File: config.mk
export PLATFORM = sky130hd
export DESIGN_NAME = pyramid_merge_arbiter
export DESIGN_NICKNAME = d
export VERILOG_FILES = /design/src/rtl/pyramid_merge_arbiter.sv
export SDC_FILE = /design/constraint.sdc
export NUM_CORES = 1
export LEC_CHECK = 0
export CAP_MARGIN = 20
export CORE_MARGIN = 2
export CORE_UTILIZATION = 40
export DETAILED_ROUTE_END_ITERATION = 12
export PLACE_DENSITY = 0.81
export SLEW_MARGIN = 20
export SYNTH_ARGS = -nofsm -noshare
export SYNTH_HDL_FRONTEND = slang
export SYNTH_SLANG_ARGS = --single-unit
File: constraint.sdc
create_clock -name CLK -period 2.5 [get_ports CLK]
set_input_delay 0.25 -clock CLK [delete_from_list [all_inputs] [get_ports CLK]]
set_output_delay 0.25 -clock CLK [all_outputs]
set_load 0.05 [all_outputs]
File: src/rtl/pyramid_merge_arbiter.sv
// Two-producer to one-consumer token merger with round-robin burst grants.
// A grant ends after BURST_LEN tokens or after TIMEOUT idle cycles of its owner.
module pyramid_merge_arbiter #(
  parameter int unsigned BURST_LEN = 8,
  parameter int unsigned TIMEOUT   = 16
) (
  input  logic        CLK,
  input  logic        RESET,
  input  logic        In0_SEND,
  input  logic [15:0] In0_DATA,
  input  logic [15:0] In0_COUNT,
  output logic        In0_ACK,
  input  logic        In1_SEND,
  input  logic [15:0] In1_DATA,
  input  logic [15:0] In1_COUNT,
  output logic        In1_ACK,
  input  logic        Out1_RDY,
  input  logic        Out1_ACK,
  output logic        Out1_SEND,
  output logic [15:0] Out1_DATA,
  output logic [15:0] Out1_COUNT,
  output logic [1:0]  GRANT
);

  localparam logic [15:0] BURST_LAST = 16'(BURST_LEN - 1);
  localparam logic [15:0] IDLE_LAST  = 16'(TIMEOUT - 1);
  localparam bit          TIMEOUT_EN = (TIMEOUT != 0);

  // State encodings double as the one-hot GRANT value.
  typedef enum logic [1:0] {
    IDLE = 2'b00,
    OWN0 = 2'b01,
    OWN1 = 2'b10
  } state_t;

  state_t      state;
  logic        last;
  logic [15:0] bcnt;
  logic [15:0] icnt;

  logic        owner_send;
  logic [15:0] owner_data;
  logic        xfer;
  logic        unused;

  assign unused = ^{In0_COUNT, In1_COUNT, Out1_ACK};

  always_comb begin
    owner_send = 1'b0;
    owner_data = '0;
    case (state)
      OWN0: begin
        owner_send = In0_SEND;
        owner_data = In0_DATA;
      end
      OWN1: begin
        owner_send = In1_SEND;
        owner_data = In1_DATA;
      end
      default: ;
    endcase
  end

  assign xfer       = owner_send & Out1_RDY;
  assign In0_ACK    = xfer & (state == OWN0);
  assign In1_ACK    = xfer & (state == OWN1);
  assign Out1_SEND  = xfer;
  assign Out1_DATA  = xfer ? owner_data : '0;
  assign Out1_COUNT = xfer ? 16'h0001 : '0;
  assign GRANT      = state;

  always_ff @(posedge CLK or posedge RESET) begin
    if (RESET) begin
      state <= IDLE;
      last  <= 1'b1;
      bcnt  <= '0;
      icnt  <= '0;
    end else begin
      case (state)
        IDLE: begin
          // Counters are held clear while idle so every OWN state starts fresh.
          bcnt <= '0;
          icnt <= '0;
          if (In0_SEND && In1_SEND) state <= last ? OWN0 : OWN1;
          else if (In0_SEND)        state <= OWN0;
          else if (In1_SEND)        state <= OWN1;
        end
        OWN0, OWN1: begin
          if (owner_send) begin
            icnt <= '0;
            if (Out1_RDY) begin
              if (bcnt == BURST_LAST) begin
                last  <= (state == OWN1);
                state <= IDLE;
              end else begin
                bcnt <= bcnt + 16'd1;
              end
            end
          end else if (TIMEOUT_EN && icnt == IDLE_LAST) begin
            last  <= (state == OWN1);
            state <= IDLE;
          end else if (icnt != '1) begin
            icnt <= icnt + 16'd1;
          end
        end
        default: state <= IDLE;
      endcase
    end
  end

endmodule

==> results of run 1 <==
[stage by stage]
stage	instances	area [um2]	hold WS [ns]	total power, uW
6_report	432	3600	0.360	2520
5_1_grt	432	3600	0.422	2660
4_1_cts	432	3590	0.378	2510
3_5_place_dp	424	3470	0.504	1950
3_3_place_gp	424	3470	0.488	1930
2_1_floorplan	311	2730	0.402	1510
[critical path: cells and delay by family (launching register included)]
| family | cells | cell delay [ns] |
|---|---|---|
| AO/OA/AOI/OAI | 1 | 0.24 |
| buffers and inverters | 2 | 0.22 |
| AND/OR/NAND/NOR | 2 | 0.62 |
| flip-flops | 1 | 0.42 |
| adder cells (fa/ha/maj) | 1 | 0.29 |
[worst paths after layout]
kind | from | to | slack (ns) | cells after the start
worst max-delay path | GRANT[0] | Out1_DATA[15] | 0.16 | 6
worst min-delay path | RESET | icnt[8] | 0.36 | 3
worst max register to register | icnt[12] | last | 0.34 | 5
min in group CLK | bcnt[14] | bcnt[14] | 0.51 | 1
worst min register to register | bcnt[14] | bcnt[14] | 0.51 | 1
max in group asynchronous | RESET | GRANT[1] | 1.78 | 3
[state kept, by name, summed over array words and instances, names as in the netlist]
signal / cells
GRANT: 2
bcnt: 16
icnt: 16
last: 1
[cell usage after synthesis (all sizes together) (2+ instances only)]
library cell | n | share of area [%]
nand2 | 43 | 6.2
dfrtp | 34 | 33
buf | 22 | 6.3
a22o | 17 | 5.7
nand4 | 17 | 4.1
clkbuf | 11 | 1.6
o21ai | 11 | 2.1
nand3 | 10 | 1.9
and3 | 9 | 2.2
mux2i | 9 | 3.5
nor3 | 9 | 1.9
nor4 | 8 | 2.7
inv | 7 | 1.0
nor2 | 7 | 1.0
or4 | 7 | 2.3
ha | 6 | 2.9
or3 | 6 | 1.4
a21oi | 5 | 0.96
and4 | 5 | 1.7
nand2b | 5 | 1.2
o31a | 5 | 1.7
and2 | 4 | 0.96
o41ai | 4 | 1.4
a31oi | 3 | 0.72
a41o | 3 | 1.2
o311ai | 3 | 1.0
a22oi | 2 | 0.77
a31o | 2 | 0.68
nor2b | 2 | 0.48
o211ai | 2 | 0.58
o221ai | 2 | 0.68
o22ai | 2 | 0.48
o31ai | 2 | 0.58
[cell families (layout without fill, tap and decap cells)]
group           after synthesis  after routing  share of synthesized area, %
other cells                   1             15                         0.145
compound gates               68             68                          20.3
flops                        35             35                          33.8
simple gates                137            137                          30.0
buf+inv                      40             84                          8.88
mux                          10             10                          4.05
fa+ha+maj                     6              6                          2.89
[power by group through the flow]
stage          clock network (uW)  registers [uW]  logic (uW)
5_1_grt                       578             672        1410
3_3_place_gp                    0             669        1260
2_1_floorplan                   0             711         803
3_5_place_dp                    0             671        1280
6_report                      544             663        1310
4_1_cts                       553             662        1290
[routing by layer]
metal | part of all wire (%) | GRT usage, % | vias up
met4 | 1.9 | 4.62 | 0
met3 | 3.4 | 3.54 | 18
met2 | 52 | 33.6 | 73
met1 | 43 | 27.3 | 1270
li1 | - | - | 1226
met5 | 0 | 0 | -
[cells in the final DEF (no fill, tap or decap), types with 6 or more instances in the layout]
cell and instances:
sky130_fd_sc_hd__clkbuf_8 6, sky130_fd_sc_hd__a22o_1 8, sky130_fd_sc_hd__nand4_1 17, sky130_fd_sc_hd__or3_1 6, sky130_fd_sc_hd__buf_12 20, sky130_fd_sc_hd__nor3_1 8
sky130_fd_sc_hd__inv_1 7, sky130_fd_sc_hd__conb_1 15, sky130_fd_sc_hd__o21ai_0 8, sky130_fd_sc_hd__a22o_4 7, sky130_fd_sc_hd__nand2_1 43, sky130_fd_sc_hd__dfrtp_1 32
sky130_fd_sc_hd__nor2_1 7, sky130_fd_sc_hd__ha_1 6, sky130_fd_sc_hd__clkdlybuf4s50_1 38, sky130_fd_sc_hd__buf_4 11, sky130_fd_sc_hd__nand3_1 10, sky130_fd_sc_hd__nor4_1 6
sky130_fd_sc_hd__mux2i_1 9, sky130_fd_sc_hd__and3_1 7
[cell type report]
| cell class | instances | area, um2 |
|---|---|---|
| multi-input combinational | 236 | 1610 |
| tap | 77 | 96.3 |
| clock inverter | 2 | 35.0 |
| timing repair buffer | 69 | 863 |
| inverter | 7 | 26.3 |
| clock buffer | 6 | 82.6 |
| sequential | 35 | 880 |
| fill | 551 | 2720 |
[repair_timing]
item / in CTS / in global routing
pin swaps: 0 / 0
endpoints found under the setup margin: 18 / 16
endpoints found under the hold margin: 0 / 0
gates resized for setup: 2 / 2
==> impl_summary.log, run 1 <==
[metrics] Layout area overhead: 38.6%
[metrics] buffer cell driving the clock tree root: sky130_fd_sc_hd__clkbuf_8
[metrics] mean number of vias per cell: 5.99
[metrics] Routed Wire Length: 6970 um
[metrics] post-layout min period: 2.34 ns
[metrics] CTS H-Tree Depth: 2
[metrics] dpl ws: 0.0359 ns
[metrics] global placement routability congestion: 0.897
[metrics] total via count after detailed routing: 2,587
[metrics] number of enable flip-flop cells after synthesis: 0
[metrics] vias in the first global route: 2,376
[metrics] sw power: 1080 uW
[metrics] part of the Yosys area used for sequential elements: about a third
[metrics] stage delay of the slowest cell on the critical path: 0.42 ns
[metrics] setup slack after layout: 0.158 ns
[metrics] CTS tree: built
[metrics] Worst EP arrival: 2.09 ns
[metrics] count of input and output buffers: 58
[metrics] utilization after layout: between 50% and 60%
[metrics] flops & latches, synth: 35
[metrics] critical-path maximum fanout: 17
[metrics] Setup Buffers After CTS: 0
[metrics] Detailed Route Iter0 Violations: about 200
[metrics] most instantiated flip-flop cell in the synthesis netlist: sky130_fd_sc_hd__dfrtp_1
[metrics] max capacitance violation total: 0
[metrics] number of distinct library cell variants in the gate-level netlist after synthesis: 54
[metrics] number of antenna violations at the first check in global routing: 0
[metrics] PwrDens: 700 nW/um2
[metrics] wire length of the first global-routing pass: 11,800 um
[metrics] sort of element at the end of the critical path: primary output
[metrics] HPWL after detailed placement: roughly 5000 um
[metrics] power share of the clock group: 21.6%
[metrics] Worst Max-Slew Pin Slew: 0.510 ns
[metrics] final net count: 430
[metrics] static leakage power: 0.00156 uW
[metrics] syn avg cell area: 8.73 um2
[metrics] Die Span X: 84.5 um
[metrics] Max Fclk: ~430 MHz
[metrics] setup total negative slack: 0 ns
[metrics] routed wire length per instance: 16.1 um
[metrics] initial core utilization: between 40% and 50%
[metrics] row count: 29
[metrics] critical path, cell by cell: inv_1, ha_1, and2_1, and3_4, a22o_1, buf_12
[metrics] Final Hold Viols: 0
[metrics] switching fraction of total power: 42.9%
[metrics] Internal Dissipation: about 1400 uW
[metrics] clock insertion delay at the later pin of the skew report: 0.30 ns
[metrics] required time of the worst setup path: 2.25 ns
[metrics] max-slew violation count: 0
[metrics] maximum number of buffers from clock root to sink: 2
[metrics] Pre-Repair DR Iteration Count: 5
[metrics] overflow left after global routing: 0
[metrics] setup repair after global routing missed its margin: no
[metrics] Startpoint Class: flip-flop
[metrics] ANT nets after route: 0
[metrics] CTS buffer count: 5
[metrics] number of failing setup endpoints in the final timing report: 0
[metrics] run status: complete, no violations
[metrics] I/O Pins: 107
[metrics] post-synthesis cell area: roughly 2600 um2
[metrics] Max-slew headroom: 65.7%
[metrics] GRT Util Overall: 20.1%
[metrics] Combinational Power Share: between 50% and 60%
[metrics] antenna cell count: 0
[metrics] Reg power frac: 26.4%
[metrics] Die Footprint: 7140 um2
[metrics] pin count of the biggest net entering global routing: 36
[metrics] die boundary height: roughly 85 um
[metrics] Synth async-reset ratio: 100%
[metrics] number of design rule violations left after detail routing: 0
[metrics] number of warning messages in the yosys log: 0
[metrics] path class of the lowest-slack min-delay path: primary input to async pin
[metrics] core area: 6310 um2
[metrics] clk_skew: ~0.013 ns
[metrics] fraction of layout cells with a size suffix above 1: 17.5%
[metrics] clock slew at reported path FFs: approximately 0.08 ns
[metrics] Hold-fix buffers, CTS: 0
[metrics] Gate Count Post-Synth: 297
[metrics] critical path's slowest cell: sky130_fd_sc_hd__dfrtp_2
[metrics] peak supply drop: slightly above 700 uV
[metrics] fin crit share: 93.7%
[metrics] TritonCTS Sinks: 35
[metrics] startpoint-to-endpoint class of the critical path: flip-flop to primary output
Power figures use the tool's default switching activity.
==> run 2, diff against run 1 <==
CORE_UTILIZATION = 39   (was 40)
PLACE_DENSITY = 0.88   (was 0.81)
clock period = 2 ns   (was 2.5 ns; I/O delays follow)
==> run 2 against run 1 <==
  * The run now ends with negative setup slack left
  * Worst hold slack got worse by 0.11 ns
  * Clock power increased by 8.6%
  * First-iteration DRC count increased by 39%
  * Via count increased by 13%
  * Sequential share of layout area decreased by 3.4 points
  * Routed wire length increased by 22%
  * Critical endpoint unchanged
==> impl_summary.log, run 2 (synthesis results as in run 1) <==
[metrics] critical path, cell by cell: inv_4, ha_4, and2_4, and3_4, buf_12, a22o_4, buf_12
[metrics] mean number of vias per cell: 6.12 (+2.2%)
[metrics] vias in the first global route: 2,576 (+8.4%)
[metrics] core area: 6390 um2 (+1.1%)
[metrics] CTS tree: built
[metrics] static leakage power: 0.00190 uW (+22%)
[metrics] dpl ws: -0.0287 ns (-0.0646 ns)
[metrics] peak supply drop: 1020 uV (+42%)
[metrics] setup slack after layout: -0.166 ns (-0.324 ns)
[metrics] Worst Max-Slew Pin Slew: 0.559 ns (+0.0490 ns)
[metrics] cell type group with the largest total delay on the critical path: flip-flops
[metrics] buffer cell driving the clock tree root: sky130_fd_sc_hd__clkbuf_8
[metrics] path class of the lowest-slack min-delay path: primary input to async pin
[metrics] clk_skew: 0.00634 ns (-0.00645 ns)
[metrics] overflow left after global routing: 0 (unchanged)
[metrics] Die Span X: 85.6 um (+1.2%)
[metrics] die boundary height: 85.6 um (+1.2%)
[metrics] stage delay of the slowest cell on the critical path: 0.45 ns (+0.03 ns)
[metrics] startpoint-to-endpoint class of the critical path: flip-flop to primary output
[metrics] Reg power frac: 21.8% (-4.6 points)
[metrics] post-layout min period: around 2.2 ns
[metrics] TritonCTS Sinks: 35 (unchanged)
[metrics] clock insertion delay at the later pin of the skew report: 0.30 ns (about the same)
[metrics] final net count: 476 (+11%)
[metrics] number of design rule violations left after detail routing: 0 (unchanged)
[metrics] Max Fclk: 462 MHz
[metrics] global placement routability congestion: 0.902 (+0.57%)
[metrics] count of input and output buffers: 58 (unchanged)
[metrics] fraction of layout cells with a size suffix above 1: 32.7% (+15 points)
[metrics] post-route design area: 4180 um2 (+16%)
[metrics] Detailed Route Iter0 Violations: 277 (+39%)
[metrics] pin count of the biggest net entering global routing: 36 (unchanged)
[metrics] Pre-Repair DR Iteration Count: 5 (unchanged)
[metrics] total of fill cells in the finished design: 452 (-18%)
[metrics] required time of the worst setup path: 1.80 ns (-0.45 ns)
[metrics] Worst EP arrival: 1.97 ns (-0.12 ns)
[metrics] maximum number of buffers from clock root to sink: 2 (unchanged)
[metrics] CTS buffer count: 5 (unchanged)
[metrics] instance area after placement: 3740 um2 (+7.9%)
[metrics] Final Hold Viols: 0 (unchanged)
[metrics] leading cell type in the layout, fill and taps excluded: sky130_fd_sc_hd__buf_4
[metrics] sw power: 1630 uW (+51%)
[metrics] Layout area overhead: 61.3%
[metrics] total via count after detailed routing: 2,926 (+13%)
[metrics] ANT nets after route: 0 (unchanged)
[metrics] row count: 29 (unchanged)
[metrics] setup repair after global routing missed its margin: yes
[metrics] antenna cell count: 0 (unchanged)
[metrics] HPWL after detailed placement: 5370 um (+5.5%)
[metrics] Critical path buffers and inverters: 3 (+1)
[metrics] Combinational Power Share: 62.4% (+10 points)
[metrics] most used cell, CP: sky130_fd_sc_hd__buf_12
[metrics] critical path's slowest cell: sky130_fd_sc_hd__dfrtp_2
[metrics] Routed Wire Length: 8510 um (+22%)
[metrics] number of failing setup endpoints in the final timing report: 23 (+23)
[metrics] wire length of the first global-routing pass: 12,700 um (+7.6%)
[metrics] most used cells in the layout excluding fill and tap cells: sky130_fd_sc_hd__buf_4, sky130_fd_sc_hd__nand2_1, sky130_fd_sc_hd__clkdlybuf4s50_1
[metrics] initial core utilization: 40.6% (-0.47 points)
[metrics] utilization after layout: 65.5% (+8.5 points)
[metrics] Max-slew headroom: 62.4% (-3.2 points)
[metrics] fin crit share: 108%
[metrics] clock slew at reported path FFs: 0.07 ns (about the same)
[metrics] power share of the clock group: 15.8% (-5.8 points)
[metrics] Hold-fix buffers, CTS: 0 (unchanged)
[metrics] critical-path maximum fanout: 8 (-9)
[metrics] Internal Dissipation: 2110 uW (+47%)
[metrics] run status: finished, violations left
[metrics] Die Footprint: 7320 um2 (+2.4%)
[metrics] max-slew violation count: 0 (unchanged)
[metrics] number of antenna violations at the first check in global routing: 0 (unchanged)
[metrics] GRT Util Overall: 21.5% (+1.4 points)
[metrics] CTS H-Tree Depth: 2 (unchanged)
[metrics] Startpoint Class: flip-flop
[metrics] I/O Pins: 107 (unchanged)
[metrics] failing checks: negative setup slack
[metrics] PwrDens: 894 nW/um2 (+28%)
[metrics] max capacitance violation total: 0 (unchanged)
[metrics] sort of element at the end of the critical path: primary output
[metrics] switching fraction of total power: 43.7% (+0.77 points)
[metrics] routed wire length per instance: 17.8 um (+10%)
## run 2: changes by cell type in the layout (fill, tap and decap cells not counted), moves of 3 or more
| cell | delta |
|---|---|
| sky130_fd_sc_hd__inv_1 | -3 |
| sky130_fd_sc_hd__buf_4 | +35 |
| sky130_fd_sc_hd__a22o_1 | -8 |
| sky130_fd_sc_hd__buf_6 | +7 |
| sky130_fd_sc_hd__a22o_4 | +10 |
| sky130_fd_sc_hd__ha_1 | -4 |
| sky130_fd_sc_hd__buf_12 | +4 |
| sky130_fd_sc_hd__ha_4 | +3 |
## run 2: final timing paths
check / from / to / slack (ns) / cells after the start
hold reg to reg: bcnt[0] / bcnt[0] / 0.50 / 1
max in group asynchronous: RESET / last / 1.50 / 3
min in group CLK: bcnt[0] / bcnt[0] / 0.50 / 1
setup / recovery: GRANT[1] / Out1_DATA[15] / -0.17 / 7
setup reg to reg: GRANT[0] / icnt[15] / -0.06 / 6
hold / removal: RESET / bcnt[13] / 0.25 / 3
## run 2: worst register-to-register path, cell delays in order (launching register included)
cell	delay, ns
sky130_fd_sc_hd__dfrtp_2	0.45
sky130_fd_sc_hd__buf_4	0.16
sky130_fd_sc_hd__ha_1	0.25
sky130_fd_sc_hd__and4b_1	0.32
sky130_fd_sc_hd__nand4_1	0.13
sky130_fd_sc_hd__nor4_1	0.45
sky130_fd_sc_hd__mux2i_1	0.24
## run 2: routing by layer
metal / vias up / global-route usage, % / part of all wire [%] / wire, um
li1: 1319 / - / - / -
met1: 1368 / 27.3 / 38 / 3190
met2: 204 / 36.6 / 49 / 4140
met3: 35 / 4.43 / 10 / 863
met4: 0 / 7.22 / 3.6 / 309
met5: - / 0 / 0 / 0
## run 2: per-stage QoR
stage               TNS [ns]  hold slack (ns)  instances  power (uW)
global route           -3.39            0.268        478        3910
CTS                    -2.28            0.266        466        3500
floorplan              -2.42            0.351        311        2060
finish                 -2.72            0.245        478        3740
detailed placement   -0.0287            0.498        447        2730
global placement           0            0.487        447        2660
## run 2: repair_timing
item                                    CTS  global route
pin swaps                                 9             6
endpoints found under the setup margin   22            39
setup buffers                            11            12
cloned                                    0             0
gates resized for setup                  15            17
## run 2: area by class of cell
class	instances	area (um2)	area share, %
multi-input combinational	236	1790	42.8
timing repair buffer	115	1280	30.7
sequential	35	880	21.0
clock buffer	8	100	2.39
tap	77	96.3	2.30
inverter	7	31.3	0.748
## run 2: power by group through the flow
stage	registers [uW]	logic (uW)	clock network, uW
global placement	827	1830	0
finish	816	2330	591
floorplan	904	1160	0
global route	821	2460	624
CTS	814	2100	584
detailed placement	831	1900	0
==> edit, RTL diff (flow settings as in run 2) <==
`BURST_LEN`: 8 -> 7.
--- a/src/rtl/pyramid_merge_arbiter.sv
+++ b/src/rtl/pyramid_merge_arbiter.sv
@@ -1,7 +1,7 @@
 // Two-producer to one-consumer token merger with round-robin burst grants.
 // A grant ends after BURST_LEN tokens or after TIMEOUT idle cycles of its owner.
 module pyramid_merge_arbiter #(
-  parameter int unsigned BURST_LEN = 8,
+  parameter int unsigned BURST_LEN = 7,
   parameter int unsigned TIMEOUT   = 16
 ) (
   input  logic        CLK,
Formal check against the unedited RTL: not equivalent (a bounded check fails within 10 cycles, from zero or initial values and one cycle with RESET high).
==> edit against run 2 <==
  * The run still ends with negative setup slack left
  * Clock power increased by 14%
  * Utilization increased by 3.7 points
  * Total power decreased by 14%
  * Sequential cell count unchanged
  * Cell area decreased by 2.0%
  * Sequential share of layout area increased by 0.44 points
  * Synthesized area decreased by 8.4%
  * Setup slack got worse by 0.055 ns
  * Routed wire length increased by 8.7%
  * Critical path depth increased by 1
  * Cell count decreased by 8.4%
  * Critical path type unchanged
==> edit: results (changes against run 2) <==
Setup_tns - -5.18 ns (-2.45 ns)
GR Util met2 - 0.433 (+0.0660)
Failing checks - negative setup slack
Synth cell count leaders - dfrtp_1 (34), nand2_1 (21), a22o_1 (17)
Post-Synth Adder-Cell Area - 0.0369 (+0.00792)
Global-route wire length before repair - 12200 um (-3.8%)
HPWL after DPL - 5250 um (-2.2%)
Worst-path fanout max - 10 (+2)
Post-Place Setup Slack - -0.0964 ns (-0.0676 ns)
Nets - 439 (-7.8%)
Total wire length - 9250 um (+8.7%)
Layout cells sized above 1 - 0.394 (+0.0673)
Peak VDD IR - 0.000465 V (-55%)
Vias in the first global route - 2491 (-3.3%)
Top cells by area, synth - dfrtp_1 (36%), a22o_1 (6.3%), buf_4 (5.1%), ha_1 (3.7%), nand3_1 (3.4%)
GRT Util Overall - 0.235 (+0.0197)
Post-synthesis mux area share - 0.00895 (-0.0316)
Sequential share of the synthesized area - 0.369 (+0.0310)
Synth Area in Compound Gates - 0.261 (+0.0586)
Crit path max-delay family - compound AO/OA/AOI/OAI gates
Via density - 6.30 (+2.9%)
Final worst slack - -0.221 ns (-0.0546 ns)
Relative slew margins - 0.546 (-0.0777)
Met1 GRT Util - 0.246 (-0.0262)
Final setup violation count - 41 (+78%)
Distinct cells, synth - 46 (-15%)
Hold WS - 0.314 ns (+0.0688 ns)
Status - complete, but fails checks
R2R setup slack - -0.17 ns (-0.11 ns)
GR Util met3 - 0.0615 (+0.0173)
Worst Skew - 0.00784 ns (+0.00150 ns)
WP data arrival - 2.02 ns (+0.05 ns)
[edit: cell types whose count changed after synthesis, moves of 7 or more]
cell,change
o31ai_1,+7
nand2_1,-22
o211ai_1,+8
xor2_1,+7
nor2_1,+9
nor3_1,-7
mux2i_1,-8
nand4_1,-11
[edit: cell type report]
class	count	area, um^2
Clock inverter	2	35.0
Sequential cell	35	880
Multi-Input combinational cell	203	1750
Inverter	12	50.0
Fill cell	342	1820
Tap cell	75	93.8
Clock buffer	6	82.6
Timing Repair Buffer	105	1200
[edit: per-stage QoR]
stage / instance area [um^2] / utilization / total power [mW] / std cells
5_1_grt: 4100 / 0.692 / 3.34 / 438
2_1_floorplan: 2690 / - / 1.82 / 276
6_report: 4100 / 0.692 / 3.22 / 438
3_3_place_gp: 3590 / 0.606 / 2.15 / 416
3_5_place_dp: 3590 / 0.606 / 2.21 / 416
4_1_cts: 3890 / 0.656 / 2.97 / 432
[edit: cells by family (layout without fill, tap and decap cells)]
group                    count (synthesis)  after routing
adder cells (fa/ha/maj)                  7              7
buffers and inverters                   38            125
flip-flops                              35             35
XOR/XNOR                                 7              7
other                                    1             15
AO/OA/AOI/OAI                           79             79
AND/OR/NAND/NOR                         93             93
multiplexers                             2              2
[edit: final timing paths]
| check | cells after the start | to |
|---|---|---|
| min in group CLK | 1 | icnt[0]$_DFFE_PP0P_ |
| setup / recovery | 8 | Out1_DATA[7] |
| setup reg to reg | 5 | last$_DFFE_PP1P_ |
| hold reg to reg | 1 | icnt[0]$_DFFE_PP0P_ |
| hold / removal | 3 | bcnt[14]$_DFFE_PP0P_ |
| max in group asynchronous | 3 | GRANT[1]$_DFFE_PP0P_ |
[edit: metal layers]
layer  vias up  share of wire
met3        47          0.099
met5         -              0
met1      1353           0.36
met4         0          0.043
li1       1173              -
met2       187           0.50
[edit: what timing repair did]
item                                    CTS  global route
resized for setup                        14            35
hold endpoints to repair                  0             0
hold buffers                              0             0
setup buffers                             7             6
endpoints found under the setup margin   30            42
pin swaps                                11            15
cloned                                    1             0
[edit: worst reg2reg max path: cells and delay by family, from the launching register on]
family | cells | cell delay, ns
AND/OR/NAND/NOR | 2 | 1.14
multiplexers | 1 | 0.32
flip-flops | 1 | 0.39
buffers and inverters | 1 | 0.17
AO/OA/AOI/OAI | 1 | 0.10
[edit: power by group]
group	switching [mW]	internal [mW]	total [mW]
clock network	0.268	0.403	0.672
registers	0.0591	0.750	0.810
logic	1.03	0.710	1.74
